<file path="config.mk">
export PLATFORM = sky130hd
export DESIGN_NAME = lab4_answer_tx
export DESIGN_NICKNAME = d
export VERILOG_FILES = /design/src/rtl/lab4_pkg.sv /design/src/rtl/uart_tx_byte.sv /design/src/rtl/lab4_answer_tx.sv
export SDC_FILE = /design/constraint.sdc
export NUM_CORES = 1
export LEC_CHECK = 0
export BUFFER_PORTS_ARGS = -buffer_cell sky130_fd_sc_hd__buf_2
export CORE_ASPECT_RATIO = 1.75
export CORE_MARGIN = 2
export CORE_UTILIZATION = 39
export CTS_CLUSTER_SIZE = 20
export DETAILED_ROUTE_END_ITERATION = 16
export PLACE_DENSITY = 0.54
export SETUP_SLACK_MARGIN = 0.3
export SYNTH_ARGS = -nofsm -noshare
export SYNTH_HDL_FRONTEND = slang
export SYNTH_HIERARCHICAL = 1
export SYNTH_SLANG_ARGS = --single-unit
</file>
<file path="constraint.sdc">
create_clock -name CLK -period 2.6 [get_ports CLK]
set_input_delay 0.52 -clock CLK [delete_from_list [all_inputs] [get_ports CLK]]
set_output_delay 0.52 -clock CLK [all_outputs]
set_load 0.05 [all_outputs]
</file>
<file path="src/rtl/lab4_pkg.sv">
// Shared constants and state encodings for the lab4 answer transmitter.
// ASCII codes, formatter/serializer state types and the default oversample rate.
package lab4_pkg;

   localparam int OVERSAMPLE_DEFAULT = 16;

   localparam logic [7:0] PLUS  = 8'h2B;
   localparam logic [7:0] MINUS = 8'h2D;
   localparam logic [7:0] ZERO  = 8'h30;
   localparam logic [7:0] CR    = 8'h0D;
   localparam logic [7:0] LF    = 8'h0A;

   typedef enum logic [2:0] {
      FMT_IDLE,
      FMT_SIGN,
      FMT_TENS,
      FMT_ONES,
      FMT_CR,
      FMT_LF
   } fmt_state_t;

   typedef enum logic [1:0] {
      SER_IDLE,
      SER_START,
      SER_DATA,
      SER_STOP
   } ser_state_t;

endpackage

</file>
<file path="src/rtl/uart_tx_byte.sv">
// 8N1 byte serializer paced by a 16x-baud strobe.
// A load offered on the stop bit's last tick chains straight into the next start bit.
module uart_tx_byte
   import lab4_pkg::*;
#(
   parameter int OVERSAMPLE = OVERSAMPLE_DEFAULT
)
(
   input  logic       CLK,
   input  logic       RST,
   input  logic       tick16,
   input  logic       load,
   input  logic [7:0] din,
   output logic       ready,
   output logic       byte_done,
   output logic       TXD
);

   localparam int TW = (OVERSAMPLE > 1) ? $clog2(OVERSAMPLE) : 1;
   localparam logic [TW-1:0] TICK_LAST = TW'(OVERSAMPLE - 1);

   ser_state_t    r_state, w_state_next;
   logic [TW-1:0] r_tick_cnt, w_tick_cnt_next;
   logic [2:0]    r_bit_cnt, w_bit_cnt_next;
   logic [7:0]    r_shift, w_shift_next;
   logic          r_txd, w_txd_next;
   logic          w_bit_end;

   assign w_bit_end = (r_state != SER_IDLE) && tick16 && (r_tick_cnt == TICK_LAST);
   assign byte_done = (r_state == SER_STOP) && w_bit_end;
   assign ready     = (r_state == SER_IDLE);
   assign TXD       = r_txd;

   always_ff @(posedge CLK) begin
      if (RST) begin
         r_state    <= SER_IDLE;
         r_tick_cnt <= '0;
         r_bit_cnt  <= '0;
         r_shift    <= '0;
         r_txd      <= 1'b1;
      end else begin
         r_state    <= w_state_next;
         r_tick_cnt <= w_tick_cnt_next;
         r_bit_cnt  <= w_bit_cnt_next;
         r_shift    <= w_shift_next;
         r_txd      <= w_txd_next;
      end
   end

   always_comb begin
      w_state_next    = r_state;
      w_tick_cnt_next = r_tick_cnt;
      w_bit_cnt_next  = r_bit_cnt;
      w_shift_next    = r_shift;
      w_txd_next      = r_txd;
      if ((r_state != SER_IDLE) && tick16)
         w_tick_cnt_next = w_bit_end ? '0 : r_tick_cnt + 1'b1;
      case (r_state)
         SER_IDLE: begin
            if (load) begin
               w_state_next    = SER_START;
               w_tick_cnt_next = '0;
               w_shift_next    = din;
               w_txd_next      = 1'b0;
            end
         end
         SER_START: begin
            if (w_bit_end) begin
               w_state_next   = SER_DATA;
               w_bit_cnt_next = '0;
               w_txd_next     = r_shift[0];
               w_shift_next   = {1'b0, r_shift[7:1]};
            end
         end
         SER_DATA: begin
            if (w_bit_end) begin
               if (r_bit_cnt == 3'd7) begin
                  w_state_next = SER_STOP;
                  w_txd_next   = 1'b1;
               end else begin
                  w_bit_cnt_next = r_bit_cnt + 3'd1;
                  w_txd_next     = r_shift[0];
                  w_shift_next   = {1'b0, r_shift[7:1]};
               end
            end
         end
         SER_STOP: begin
            if (w_bit_end) begin
               if (load) begin
                  w_state_next    = SER_START;
                  w_tick_cnt_next = '0;
                  w_shift_next    = din;
                  w_txd_next      = 1'b0;
               end else begin
                  w_state_next = SER_IDLE;
                  w_txd_next   = 1'b1;
               end
            end
         end
         default: w_state_next = SER_IDLE;
      endcase
   end

endmodule

</file>
<file path="src/rtl/lab4_answer_tx.sv">
// Formats the signed lab4 sum as "<sign><tens><ones>\r\n" and sends it over UART.
// The first byte is loaded on the accept edge so the start bit follows immediately.
module lab4_answer_tx
   import lab4_pkg::*;
#(
   parameter int OVERSAMPLE = OVERSAMPLE_DEFAULT,
   parameter int SUM_W      = 6
)
(
   input  logic             CLK,
   input  logic             RST,
   input  logic             tick16,
   input  logic             start,
   input  logic [SUM_W-1:0] sum,
   output logic             busy,
   output logic             done,
   output logic             TXD
);

   fmt_state_t       r_state, w_state_next;
   logic             r_neg;
   logic [1:0]       r_tens;
   logic [3:0]       r_ones;
   logic             w_neg;
   logic [SUM_W-1:0] w_mag;
   logic [1:0]       w_tens;
   logic [3:0]       w_ones;
   logic             w_accept, w_done, w_load, w_ser_ready, w_byte_done;
   logic [7:0]       w_din;

   assign w_neg = sum[SUM_W-1];
   assign w_mag = w_neg ? (~sum + 1'b1) : sum;

   // Decimal split by subtracting the largest fitting multiple of ten
   always_comb begin
      w_tens = 2'd0;
      w_ones = 4'(w_mag);
      if (w_mag >= SUM_W'(30)) begin
         w_tens = 2'd3;
         w_ones = 4'(w_mag - SUM_W'(30));
      end else if (w_mag >= SUM_W'(20)) begin
         w_tens = 2'd2;
         w_ones = 4'(w_mag - SUM_W'(20));
      end else if (w_mag >= SUM_W'(10)) begin
         w_tens = 2'd1;
         w_ones = 4'(w_mag - SUM_W'(10));
      end
   end

   assign w_done   = (r_state == FMT_LF) && w_byte_done;
   assign busy     = (r_state != FMT_IDLE) && !w_done;
   assign done     = w_done;
   assign w_accept = start && !RST && !busy && (w_ser_ready || w_done);

   always_ff @(posedge CLK) begin
      if (RST) begin
         r_state <= FMT_IDLE;
         r_neg   <= 1'b0;
         r_tens  <= '0;
         r_ones  <= '0;
      end else begin
         r_state <= w_state_next;
         if (w_accept) begin
            r_neg  <= w_neg;
            r_tens <= w_tens;
            r_ones <= w_ones;
         end
      end
   end

   always_comb begin
      w_state_next = r_state;
      w_load       = 1'b0;
      w_din        = PLUS;
      case (r_state)
         FMT_IDLE: begin
            if (w_accept) begin
               w_state_next = FMT_SIGN;
               w_load       = 1'b1;
               w_din        = w_neg ? MINUS : PLUS;
            end
         end
         FMT_SIGN: begin
            if (w_byte_done) begin
               w_state_next = FMT_TENS;
               w_load       = 1'b1;
               w_din        = ZERO + 8'(r_tens);
            end
         end
         FMT_TENS: begin
            if (w_byte_done) begin
               w_state_next = FMT_ONES;
               w_load       = 1'b1;
               w_din        = ZERO + 8'(r_ones);
            end
         end
         FMT_ONES: begin
            if (w_byte_done) begin
               w_state_next = FMT_CR;
               w_load       = 1'b1;
               w_din        = CR;
            end
         end
         FMT_CR: begin
            if (w_byte_done) begin
               w_state_next = FMT_LF;
               w_load       = 1'b1;
               w_din        = LF;
            end
         end
         FMT_LF: begin
            if (w_byte_done) begin
               if (w_accept) begin
                  w_state_next = FMT_SIGN;
                  w_load       = 1'b1;
                  w_din        = w_neg ? MINUS : PLUS;
               end else begin
                  w_state_next = FMT_IDLE;
               end
            end
         end
         default: w_state_next = FMT_IDLE;
      endcase
   end

   uart_tx_byte #(
      .OVERSAMPLE(OVERSAMPLE)
   ) u_ser (
      .CLK      (CLK),
      .RST      (RST),
      .tick16   (tick16),
      .load     (w_load),
      .din      (w_din),
      .ready    (w_ser_ready),
      .byte_done(w_byte_done),
      .TXD      (TXD)
   );

endmodule

</file>
# Yosys cells after proc, flatten, opt, wreduce, memory -nomap -nowiden
# Index checks and enable logic that the tools add are counted.
classes:
  n_addsub: 8
  order_cmp: 3
  eq_ne: 22
  mux: 56
  bitwise_logic: 1
  reduce_logical: 23
ops:
  columns: ["op", "count"]
  rows:
  - ["two-way mux 8 bit", 6]
  - ["case mux 8 bit (6 select lines)", 1]
  - ["two-way mux 3 bit", 11]
  - ["case mux 8 bit (4 select lines)", 1]
  - ["two-way mux 4 bit", 7]
  - ["two-way mux 6 bit", 3]
  - ["case mux 3 bit (6 select lines)", 1]
  - ["two-way mux 2 bit", 7]
  - ["two-way mux 7 bit", 2]
  - ["!= test 2 bit (second input constant)", 7]
  - [">= comparator 6 x 5 -> 1 bit (second input constant)", 2]
  - ["two-way mux 1 bit", 12]
  - ["AND reduction 4 bit", 3]
  - ["!= test 2 x 1 -> 1 bit (second input constant)", 5]
  - ["== test 3 bit (second input constant)", 3]
  - ["logical AND 1 bit", 8]
  - ["case mux 2 bit (4 select lines)", 1]
  - ["case mux 4 bit (2 select lines)", 1]
  - ["subtractor 4 bit (second input constant)", 2]
  - ["adder 6 x 2 -> 7 bit (first input constant)", 1]
  - ["adder 6 x 4 -> 7 bit (first input constant)", 1]
  - ["adder 6 x 1 -> 6 bit (second input constant)", 1]
  - ["== test 3 x 2 -> 1 bit (second input constant)", 2]
  - [">= comparator 6 x 4 -> 1 bit (second input constant)", 1]
  - ["other kinds (20)", 24]
word_totals:
  reg_bits: 27
  in_bits: 10
  wordCells: 121

# Depth between registers and ports, before layout
# Gate-level depths: netlist of the first run.
depth:
  ltp_word: 16
  mapped_depth: 14
  depth_no_buf: 12

# Modules after synthesis
# Netlist of the first run, hierarchy kept.
by_module_without_submodules:
  columns: ["module", "instances", "cells_per_inst", "area_per_inst_um2"]
  rows:
  - ["uart_tx_byte", 1, 111, 1099.8]
  - ["lab4_answer_tx", 1, 143, 1054.8]

# Worst setup path after synthesis of the first run
# OpenSTA, ideal clock, no wires.
synth_timing:
  path_kind: "reg2reg"
  from: "register u_ser.r_state[0]"
  to: "register u_ser.r_txd, in the netlist u_ser/TXD"
  setup_ps: 116
  t_arrival_ps: 2713
  required_ps: 2484
  setup_slack_ps: -229
  stages_incl_launch_ff: 13
  path_buffers: 2
  period_less_slack_ps: 2829
  path_cell_list: "dfxtp_1 > inv_1 > ha_1 > nand2b_4 > buf_6 > nor3_1 > clkbuf_1 > o21ai_0 > o21ai_0 > nor2b_1 > o32ai_1 > mux2i_1 > nand2_1"
synth_via:
  elab_cells_between_ends: 27
  cone_classes: "eq/ne: 7; mux: 7; reduce/logical: 13"
synth_rtl:
  columns: ["item", "line", "source"]
  rows:
  - ["start: declaration", "uart_tx_byte.sv:22", "ser_state_t r_state, w_state_next;"]
  - ["start signal: assignment", "uart_tx_byte.sv:42", "r_state <= w_state_next;"]
  - ["logical NOT 2 bit *", "uart_tx_byte.sv:31", "assign ready = (r_state == SER_IDLE);"]
  - ["net w_ser_ready", "lab4_answer_tx.sv:28", "logic w_accept, w_done, w_load, w_ser_ready, w_byte_done;"]
  - ["logical OR 1 bit *", "lab4_answer_tx.sv:53", "assign w_accept = start && !RST && !busy && (w_ser_ready || w_done);"]
  - ["logical AND 1 bit *", "lab4_answer_tx.sv:53", null]
  - ["two-way mux 1 bit *", "lab4_answer_tx.sv:77, lab4_answer_tx.sv:113", null]
  - ["two-way mux 1 bit", "lab4_answer_tx.sv:112", "if (w_byte_done) begin"]
  - ["case mux 1 bit (3 select lines) *", "lab4_answer_tx.sv:75", "case (r_state)"]
  - ["net w_load", "lab4_answer_tx.sv:28", null]
  - ["two-way mux 1 bit", "uart_tx_byte.sv:89", "if (load) begin"]
  - ["two-way mux 1 bit", "uart_tx_byte.sv:88", "if (w_bit_end) begin"]
  - ["case mux 1 bit (4 select lines)", "uart_tx_byte.sv:58", "case (r_state)"]
  - ["end signal: assignment", "uart_tx_byte.sv:46", "r_txd <= w_txd_next;"]
  - ["end: declaration", "uart_tx_byte.sv:26", "logic r_txd, w_txd_next;"]
# Mark *: on every way through the listed nets, which the timed path passes. The rest lies on a longest branch. The select of a mux whose other input is x is not followed.
# A chain may end at the register's enable or synchronous reset.

# Final worst setup path of the first run
layout_timing:
  from: "register u_ser.r_state[1]"
  to: "output port done"
layout_via:
  elab_chain_cells: 5
  elab_cells_between_ends: 6
  cone_classes: "eq/ne: 1; reduce/logical: 5"
layout_rtl:
  columns: ["item", "line", "source"]
  rows:
  - ["nonzero test 2 bit", "uart_tx_byte.sv:29", "assign w_bit_end = (r_state != SER_IDLE) && tick16 && (r_tick_cnt == TICK_LAST);"]
  - ["logical AND 1 bit (2 in a row)", "uart_tx_byte.sv:29", null]
  - ["logical AND 1 bit *", "uart_tx_byte.sv:30", "assign byte_done = (r_state == SER_STOP) && w_bit_end;"]
  - ["net w_byte_done", "lab4_answer_tx.sv:28", null]
  - ["logical AND 1 bit *", "lab4_answer_tx.sv:50", "assign w_done = (r_state == FMT_LF) && w_byte_done;"]
  - ["end: declaration", "lab4_answer_tx.sv:16", "output logic done,"]
# Mark *: on every way through the listed nets, which the timed path passes. The rest lies on a longest branch.

==> results of run 1 <==
[what timing repair did]
item,CTS,global route
gates resized for setup,13,22
endpoints found under the setup margin,8,12
hold buffers,0,0
buffers inserted,4,3
pin swaps,6,9
[registers in the layout, summed over array words and instances, names as in the netlist]
| register | count |
|---|---|
| r_state | 3 |
| u_ser/r_shift | 8 |
| u_ser/r_bit_cnt | 3 |
| r_ones | 4 |
| u_ser/r_tick_cnt | 4 |
| u_ser/r_state | 2 |
| u_ser/TXD | 1 |
| r_tens | 2 |
[layer usage]
layer  vias to the layer above  track usage [%]  part of all wire, %
met1                       940             17.0                   35
met2                        29             37.4                   59
li1                        997                -                    -
met5                         -                0                    0
met3                        17             2.03                  1.8
met4                         0             10.6                  4.0
[cell families (layout without fill, tap and decap cells)]
logic type / Yosys count / count (layout) / share of synthesized area, %
xor+xnor: 7 / 7 / 2.85
simple gates: 93 / 93 / 23.6
compound gates: 77 / 77 / 30.1
mux: 9 / 9 / 4.30
other cells: 1 / 2 / 0.174
buf+inv: 25 / 60 / 5.23
flops: 27 / 27 / 25.1
fa+ha+maj: 15 / 15 / 8.71
[cells in the final DEF (no fill, tap or decap), types with 3 or more instances in the layout]
| cell type | instances |
|---|---|
| o21ai_2 | 3 |
| a31oi_1 | 4 |
| nor3_1 | 8 |
| o211ai_1 | 3 |
| dfxtp_1 | 24 |
| o21ai_0 | 6 |
| nor2b_1 | 5 |
| xor2_1 | 5 |
| nand3_1 | 5 |
| a21oi_2 | 3 |
| ha_1 | 12 |
| inv_4 | 3 |
| nand2_1 | 21 |
| buf_2 | 8 |
| a22oi_1 | 8 |
| nor2_1 | 17 |
| nor3b_1 | 3 |
| buf_4 | 31 |
| inv_1 | 5 |
| buf_6 | 4 |
| mux2i_1 | 7 |
| a21oi_1 | 15 |
| ha_4 | 3 |
| nand2b_1 | 8 |
| o2bb2ai_2 | 8 |
| clkbuf_8 | 3 |
[final cells by class]
class                           instances  area (um^2)  share of cell area (%)
Tap cell                               74         92.6                    3.33
Clock inverter                          1         7.51                   0.270
Sequential cell                        27          549                    19.7
Multi-Input combinational cell        203         1670                    60.1
Inverter                               11         66.3                    2.38
Clock buffer                            3         41.3                    1.48
Timing Repair Buffer                   45          353                    12.7
[Yosys cell counts, types with 2 or more instances]
cell type  number
nand3_1         7
nand4_1         2
o2bb2ai_2       8
nor3_1          9
mux2_2          2
a31oi_1         4
a32oi_1         2
xnor2_1         2
xor2_1          5
o32ai_1         3
a22oi_1         8
buf_6           2
inv_1          11
a31o_1          2
ha_1           15
nand2_1        23
o21ai_1         2
o21ai_0         8
or3_1           2
o211ai_1        3
nor3b_1         3
mux2i_1         7
dfxtp_1        27
nor2b_1         6
buf_1           2
nor2_1         18
clkbuf_1        9
o31ai_1         2
a21oi_1        18
a211oi_1        2
nand2b_1        9
[worst max-delay path, cell delays in order, from the launching register on]
cell,delay (ns)
dfxtp_4,0.39
inv_4,0.05
ha_4,0.17
nand2b_4,0.15
nor3_4,0.22
buf_6,0.15
nand2_4,0.06
nor2_4,0.15
buf_8,0.15
[worst min-delay path by stage]
| stage | cells past startpoint | slack, ns | endpoint | startpoint |
|---|---|---|---|---|
| 6_report | 2 | 0.48 | u_ser/r_bit_cnt[2] | u_ser/r_bit_cnt[2] |
| 5_1_grt | 1 | 0.49 | u_ser/r_shift[1] | u_ser/r_shift[1] |
| 4_1_cts | 2 | 0.48 | u_ser/r_bit_cnt[2] | u_ser/r_bit_cnt[2] |
| 3_5_place_dp | 1 | 0.46 | u_ser/r_shift[6] | u_ser/r_shift[6] |
| 3_3_place_gp | 2 | 0.46 | u_ser/r_bit_cnt[2] | u_ser/r_bit_cnt[2] |
| 2_1_floorplan | 1 | 0.44 | r_ones[2] | r_ones[2] |
[through the flow]
stage	setup TNS (ns)	worst slack (ns)	power [mW]	hold slack (ns)	utilization, %
floorplan	0	0.157	1.19	0.443	-
global placement	-0.579	-0.194	1.38	0.458	48.3
detailed placement	-0.590	-0.194	1.38	0.464	48.3
CTS	0	0.302	1.66	0.484	50.7
global route	0	0.216	1.82	0.492	52.5
finish	0	0.311	1.71	0.479	52.5
[power by group through the flow]
stage,Sequential (mW),Combinational (mW),Clock (mW)
after floorplan,0.564,0.624,0
after global routing,0.572,0.968,0.278
after CTS,0.556,0.836,0.265
final,0.561,0.895,0.254
after global placement,0.565,0.814,0
after detailed placement,0.564,0.813,0
==> key figures, run 1 <==
Power and ir drop
  – Sw Ratio: 39.8%
  – Part of the power in the clock network: 14.8%
  – P_leak: 1.10 nW
  – Peak VDD IR: 0.337 mV
  – Sw power: 681 uW
  – Combinational share of power: 52.3%
  – Pwr dens: 614 nW/um^2
  – Seq pwr share: 32.8%
  – Internal power: 1.03 mW

Clock network
  – H-Tree Depth: 1
  – Clock Path Buffers: 2
  – CTS sink cnt: 27
  – CTS Buf Count: 3
  – Clock Tree Root: clkbuf_8
  – Clk slew on worst S/H paths: 0.10 ns
  – Clk Latency, worst-skew pair: 0.28 ns
  – CTS tree: done

Run
  – Max Cap Viol: 0

Yosys
  – #FFs+latches synth: 27
  – Mapped Avg Cell Area: 8.48 um^2
  – Synth warnings: 6
  – EDFF count, synth: 0
  – Sequential area share after synthesis: 25.1%
  – Area leader, netlist: dfxtp_1
  – Ys async rst share: 0%
  – Yosys top cell area share: 25.1%
  – Mapped Area: 2150 um^2
  – Synth top area cells: dfxtp_1 (25%), ha_1 (8.7%), o2bb2ai_2 (5.6%)
  – Prevailing post-synth register cell: dfxtp_1
  – Synth cell types: 62
  – Cells after Synth: 254

Layout
  – N_diodes: 0
  – Design area: 2780 um^2
  – Fin cells: 364
  – Syn-to-layout area delta: 29.2%
  – Ratio of cells with drive above 1 in the final layout: 36.6%
  – Fill cell count: 528
  – NumNets Final: 316

Timing
  – Slew HR: 57.2%
  – RSZ-0062 raised after global routing: true
  – Hold Vio Cnt, Final: 0
  – Period minus WS final: 2.29 ns
  – Count of pins over their slew limit: 0
  – Finish-stage setup viols: 0
  – Fin crit share: 88.0%
  – Worst-margin pin slew: 0.641 ns
  – Maximum clock rate: 437 MHz
  – Clock skew: 0.00745 ns

Detailed routing
  – Vias per inst: 5.45
  – WL/cell: 14.7 um
  – Detailed-route DRC error count: 0
  – Post-route ant nets: 0
  – WL final: 5360 um
  – Pre-antenna DRT Iters: 4
  – Drt initial violations: 29
  – Via count: 1983

Worst setup path
  – Startpoint types: flop
  – Flop2flop setup slack: 0.39 ns
  – Worst setup path startpoint: u_ser/r_state[1]
  – Setup CP Type: reg2out
  – Crit-path max FO: 6
  – Critical R2R Launch: u_ser/r_state[1]
  – Crit end category: output port
  – Reg2Reg Depth: 12
  – Crit path DAT: 1.77 ns
  – Worst flop-to-flop path endpoint: u_ser/r_shift[1]
  – Req. time, crit path: 2.08 ns
  – Setup crit end: done

Floorplanning
  – Core Region: 5300 um^2
  – Die ar.: 6160 um^2
  – # IOs: 13
  – Die W: 60.2 um
  – Initial Util: 40.7%
  – Chip Height: 102 um
  – Num rows: 35

GRT
  – Vias in the first global route: 1992
  – Largest net degree at the start of global routing: 22
  – Grt total ovfl: 0
  – GRT Total Usage: 18.7%
  – Initial antenna violation count: 0
  – First-pass GRT wire length: 8800 um

Place
  – Post-place instance area: 2560 um^2
  – Placed cells: 353
  – Gp weighted congestion: 0.904
  – I/O Buffers: 12
  – Hpwl dp: 4140 um

Hold path
  – Hold WC Path Type: reg2reg

Status
  – Status: finished clean
No activity file was read; power rests on OpenSTA's default activity.
==> run 2: changes to the inputs <==
- CORE_ASPECT_RATIO: 1.75 -> unset
- CORE_MARGIN: 2 -> unset
==> key figures, run 2 (synthesis results as in run 1) <==
Status
  – Status: finished clean

Timing
  – Clock skew: 0.00906 ns
  – Hold Vio Cnt, Final: 0
  – Period minus WS final: 2.29 ns
  – Count of pins over their slew limit: 0
  – Maximum clock rate: 437 MHz
  – Fin crit share: 88.0%
  – Setup_tns: 0 ns
  – Final WS setup: 0.312 ns
  – Finish-stage setup viols: 0
  – RSZ-0062 raised after global routing: true

Worst setup path
  – CP most frequent cell: ha_4
  – Crit-path max FO: 3
  – Cell chain of the critical path: buf_12 -> inv_12 -> ha_4 -> mux2_4 -> inv_4 -> ha_4 -> or4b_4 -> a31o_4 -> o31ai_4 -> a21oi_2 -> a22o_1
  – Worst flop-to-flop path endpoint: u_ser/r_shift[1]
  – Critical R2R Launch: u_ser/r_state[0]
  – Crit path DAT: 2.47 ns
  – Setup crit end: r_ones[2]
  – CP peak stage delay: 0.47 ns
  – Setup CP Type: in2reg
  – Reg2Reg Depth: 11
  – Req. time, crit path: 2.78 ns
  – Flop2flop setup slack: 0.42 ns
  – Critical Path Slowest Stage Cell: or4b_4
  – Startpoint types: primary input
  – Worst setup path startpoint: sum[0]
  – Crit end category: flop

Clock network
  – Clock Tree Root: clkbuf_8
  – Clock Path Buffers: 2
  – Clk slew on worst S/H paths: 0.10 ns
  – CTS sink cnt: 27
  – H-Tree Depth: 1
  – CTS Buf Count: 3
  – Clk Latency, worst-skew pair: 0.27 ns
  – CTS tree: done

Detailed routing
  – Pre-antenna DRT Iters: 4
  – WL final: 4920 um
  – Vias per inst: 5.36
  – Post-route ant nets: 0
  – Via count: 1913
  – Detailed-route DRC error count: 0
  – Drt initial violations: 94
  – WL/cell: 13.8 um

Layout
  – Fill cell count: 511
  – Multi-input logic area: 1680 um^2
  – Largest regs: u_ser/r_shift (8), r_ones (4), u_ser/r_tick_cnt (4)
  – Largest Register: u_ser/r_shift
  – Syn-to-layout area delta: 27.2%
  – Max reg flops: 8
  – Most common cell after layout, fill and taps aside: buf_4
  – NumNets Final: 313
  – Most frequent cells in the layout: buf_4 (29), dfxtp_1 (23), nand2_1 (22)
  – Design area: 2740 um^2
  – Ratio of cells with drive above 1 in the final layout: 36.2%
  – Fin util: 52.6%
  – N_diodes: 0
  – Reg area: 548 um^2

Floorplanning
  – # IOs: 13
  – Die ar.: 5830 um^2
  – Core Region: 5200 um^2
  – Chip Height: 76.3 um
  – Die W: 76.3 um
  – Num rows: 26
  – Initial Util: 41.4%

Place
  – I/O Buffers: 12
  – Gp weighted congestion: 0.791
  – Post-place instance area: 2530 um^2
  – Pre-CTS WS: -0.0659 ns
  – Hpwl dp: 3780 um

GRT
  – Vias in the first global route: 1817
  – Largest net degree at the start of global routing: 22
  – GRT Total Usage: 17.9%
  – Initial antenna violation count: 0
  – First-pass GRT wire length: 8610 um
  – Grt total ovfl: 0

Power and ir drop
  – Peak VDD IR: 0.333 mV
  – Total power: 1.64 mW
  – P_leak: 1.06 nW
  – Pwr dens: 600 nW/um^2

Hold path
  – Hold WC Path Type: reg2reg
  – Hold Crit Depth: 2

Run
  – Max Cap Viol: 0
[run 2: worst min-delay path by stage]
| stage | from | endpoint |
|---|---|---|
| final | u_ser/TXD | u_ser/TXD |
| after global routing | u_ser/r_shift[0] | u_ser/r_shift[0] |
| after CTS | u_ser/r_shift[0] | u_ser/r_shift[0] |
| after detailed placement | u_ser/TXD | u_ser/TXD |
| after global placement | u_ser/TXD | u_ser/TXD |
| after floorplan | r_ones[2] | r_ones[2] |
[run 2: through the flow]
step | std cells | hold WS, ns
after global routing | 357 | 0.495
after global placement | 346 | 0.453
final | 357 | 0.476
after detailed placement | 346 | 0.456
after floorplan | 255 | 0.443
after CTS | 352 | 0.480
[run 2: what timing repair did]
| action | CTS | global route |
|---|---|---|
| pin swaps | 5 | 8 |
| setup buffers | 2 | 5 |
| hold buffers | 0 | 0 |
| setup endpoints to repair | 12 | 16 |
| gates resized for setup | 8 | 23 |
[run 2: where the power goes]
part	internal [mW]	switching, mW
Clock	0.110	0.135
Sequential	0.493	0.0580
Combinational	0.393	0.455
[run 2: cell type report]
class / count / area share, %
multi-input combinational: 203 / 61.1
sequential: 27 / 20.0
timing repair buffer: 42 / 11.8
tap: 70 / 3.20
inverter: 11 / 2.24
clock buffer: 4 / 1.64
[run 2: worst max-delay path, delay by kind of cell]
family / cells / cell delay, ns
simple gates: 1 / 0.47
fa+ha+maj: 2 / 0.29
compound gates: 4 / 0.68
buf+inv: 3 / 0.22
mux: 1 / 0.28
[run 2: layer usage]
metal / up-vias / GRT usage (%) / part of all wire (%)
li1: 1002 / - / -
met1: 896 / 24.9 / 54
met2: 13 / 29.4 / 44
met3: 2 / 2.63 / 1.3
met4: 0 / 3.46 / 0.55
met5: - / 0 / 0
==> run 3: changes to the inputs <==
- CORE_ASPECT_RATIO: unset -> 1.75
- CORE_MARGIN: unset -> 8
==> key figures, run 3 (synthesis results as in run 1) <==
Status
  – Status: finished clean

Detailed routing
  – Vias per inst: 5.40
  – Via count: 2004
  – Detailed-route DRC error count: 0
  – WL/cell: 15.0 um
  – Drt initial violations: 71
  – Pre-antenna DRT Iters: 4
  – WL final: 5560 um
  – Post-route ant nets: 0

Timing
  – Final WS setup: 0.249 ns
  – Period minus WS final: 2.35 ns
  – Hold Vio Cnt, Final: 0
  – Count of pins over their slew limit: 0
  – Clock skew: 0.00524 ns
  – RSZ-0062 raised after global routing: true
  – Setup_tns: 0 ns
  – Worst-margin pin slew: 0.645 ns
  – Fin crit share: 90.4%
  – Maximum clock rate: 425 MHz
  – Slew HR: 56.9%
  – Finish-stage setup viols: 0

Floorplanning
  – Chip Height: 114 um
  – # IOs: 13
  – Die ar.: 8250 um^2
  – Num rows: 36
  – Core Region: 5450 um^2
  – Initial Util: 39.5%
  – Die W: 72.2 um

GRT
  – GRT Total Usage: 13.9%
  – Initial antenna violation count: 0
  – First-pass GRT wire length: 9320 um
  – Grt total ovfl: 0
  – Largest net degree at the start of global routing: 22
  – Vias in the first global route: 2118

Layout
  – Largest regs: u_ser/r_shift (8), r_ones (4), u_ser/r_tick_cnt (4)
  – Most frequent cells in the layout: buf_4 (35), dfxtp_1 (24), nand2_1 (22)
  – Most common cell after layout, fill and taps aside: buf_4
  – Largest Register: u_ser/r_shift
  – NumNets Final: 321
  – N_diodes: 0
  – Syn-to-layout area delta: 32.3%
  – Ratio of cells with drive above 1 in the final layout: 37.6%
  – Design area: 2850 um^2
  – Fin cells: 371
  – Max reg flops: 8

Worst setup path
  – Crit end category: output port
  – Setup CP Type: reg2out
  – Crit-path max FO: 5
  – Req. time, crit path: 2.08 ns
  – CP peak stage delay: 0.40 ns
  – Critical Path Slowest Stage Cell: dfxtp_4
  – Crit path DAT: 1.83 ns
  – Cell chain of the critical path: inv_4 -> ha_4 -> nand2b_4 -> nor3_4 -> buf_6 -> nand2_4 -> nor2_4 -> buf_8
  – Startpoint types: flop

Clock network
  – H-Tree Depth: 1
  – Clk Latency, worst-skew pair: 0.28 ns
  – Clock Path Buffers: 2
  – Clk slew on worst S/H paths: 0.10 ns
  – CTS tree: done
  – CTS sink cnt: 27
  – Clock Tree Root: clkbuf_8
  – CTS Buf Count: 3
  – Hold Buf Count CTS: 0

Place
  – Post-place instance area: 2560 um^2
  – Gp weighted congestion: 0.854
  – Pre-CTS WS: -0.185 ns
  – Placed cells: 355
  – I/O Buffers: 12
  – Hpwl dp: 4300 um

Run
  – Max Cap Viol: 0

Power and ir drop
  – P_leak: 1.13 nW
  – Peak VDD IR: 0.274 mV
  – Pwr dens: 601 nW/um^2

Hold path
  – Hold WC Path Type: reg2reg
==> run 3: critical path: cells and delay by family (launching register included) <==
family,cells,cell delay (ns)
flip-flops,1,0.40
buffers and inverters,3,0.36
AND/OR/NAND/NOR,4,0.64
adder cells (fa/ha/maj),1,0.16
==> run 3: stage by stage <==
| stage | utilization (%) | hold slack [ns] | total power, mW |
|---|---|---|---|
| final | 52.3 | 0.479 | 1.71 |
| after floorplan | - | 0.443 | 1.19 |
| after CTS | 49.4 | 0.482 | 1.66 |
| after detailed placement | 47.0 | 0.461 | 1.38 |
| after global routing | 52.3 | 0.489 | 1.83 |
| after global placement | 47.0 | 0.459 | 1.38 |
==> run 3: repair_timing <==
action / CTS / global route
setup buffers: 4 / 8
hold endpoints to repair: 0 / 0
pin swaps: 6 / 16
setup endpoints to repair: 8 / 9
cloned: 0 / 0
resized for setup: 15 / 23
==> run 3: layout make-up <==
type / count / area, um^2
multi-input cells: 203 / 1690
well taps: 76 / 95.1
inverters: 11 / 66.3
clock inverters: 1 / 7.51
repair buffers: 50 / 398
clock buffers: 3 / 41.3
flip-flops and latches: 27 / 549
fillers: 533 / 2600
==> run 3: layer usage <==
| layer | GRT usage [%] | vias up | wire length [um] |
|---|---|---|---|
| li1 | - | 1011 | - |
| met2 | 29.4 | 27 | 3320 |
| met4 | 6.31 | 0 | 182 |
| met5 | 0 | - | 0 |
| met3 | 1.40 | 15 | 110 |
| met1 | 12.0 | 951 | 1950 |
==> run 3: final timing paths <==
path / start / to / slack [ns] / depth (start not counted)
setup / recovery: u_ser/r_state[0] / done / 0.25 / 8
hold / removal: u_ser/r_tick_cnt[1] / u_ser/r_tick_cnt[1] / 0.48 / 2
setup reg to reg: u_ser/r_state[0] / u_ser/r_shift[1] / 0.33 / 12
hold reg to reg: u_ser/r_tick_cnt[1] / u_ser/r_tick_cnt[1] / 0.48 / 2
==> run 3: power breakdown <==
| part | leakage [nW] | switching, mW | internal, mW |
|---|---|---|---|
| Sequential | 0.222 | 0.0654 | 0.494 |
| Clock | 0.0217 | 0.144 | 0.109 |
| Combinational | 0.882 | 0.477 | 0.425 |
| Total | 1.13 | 0.686 | 1.03 |
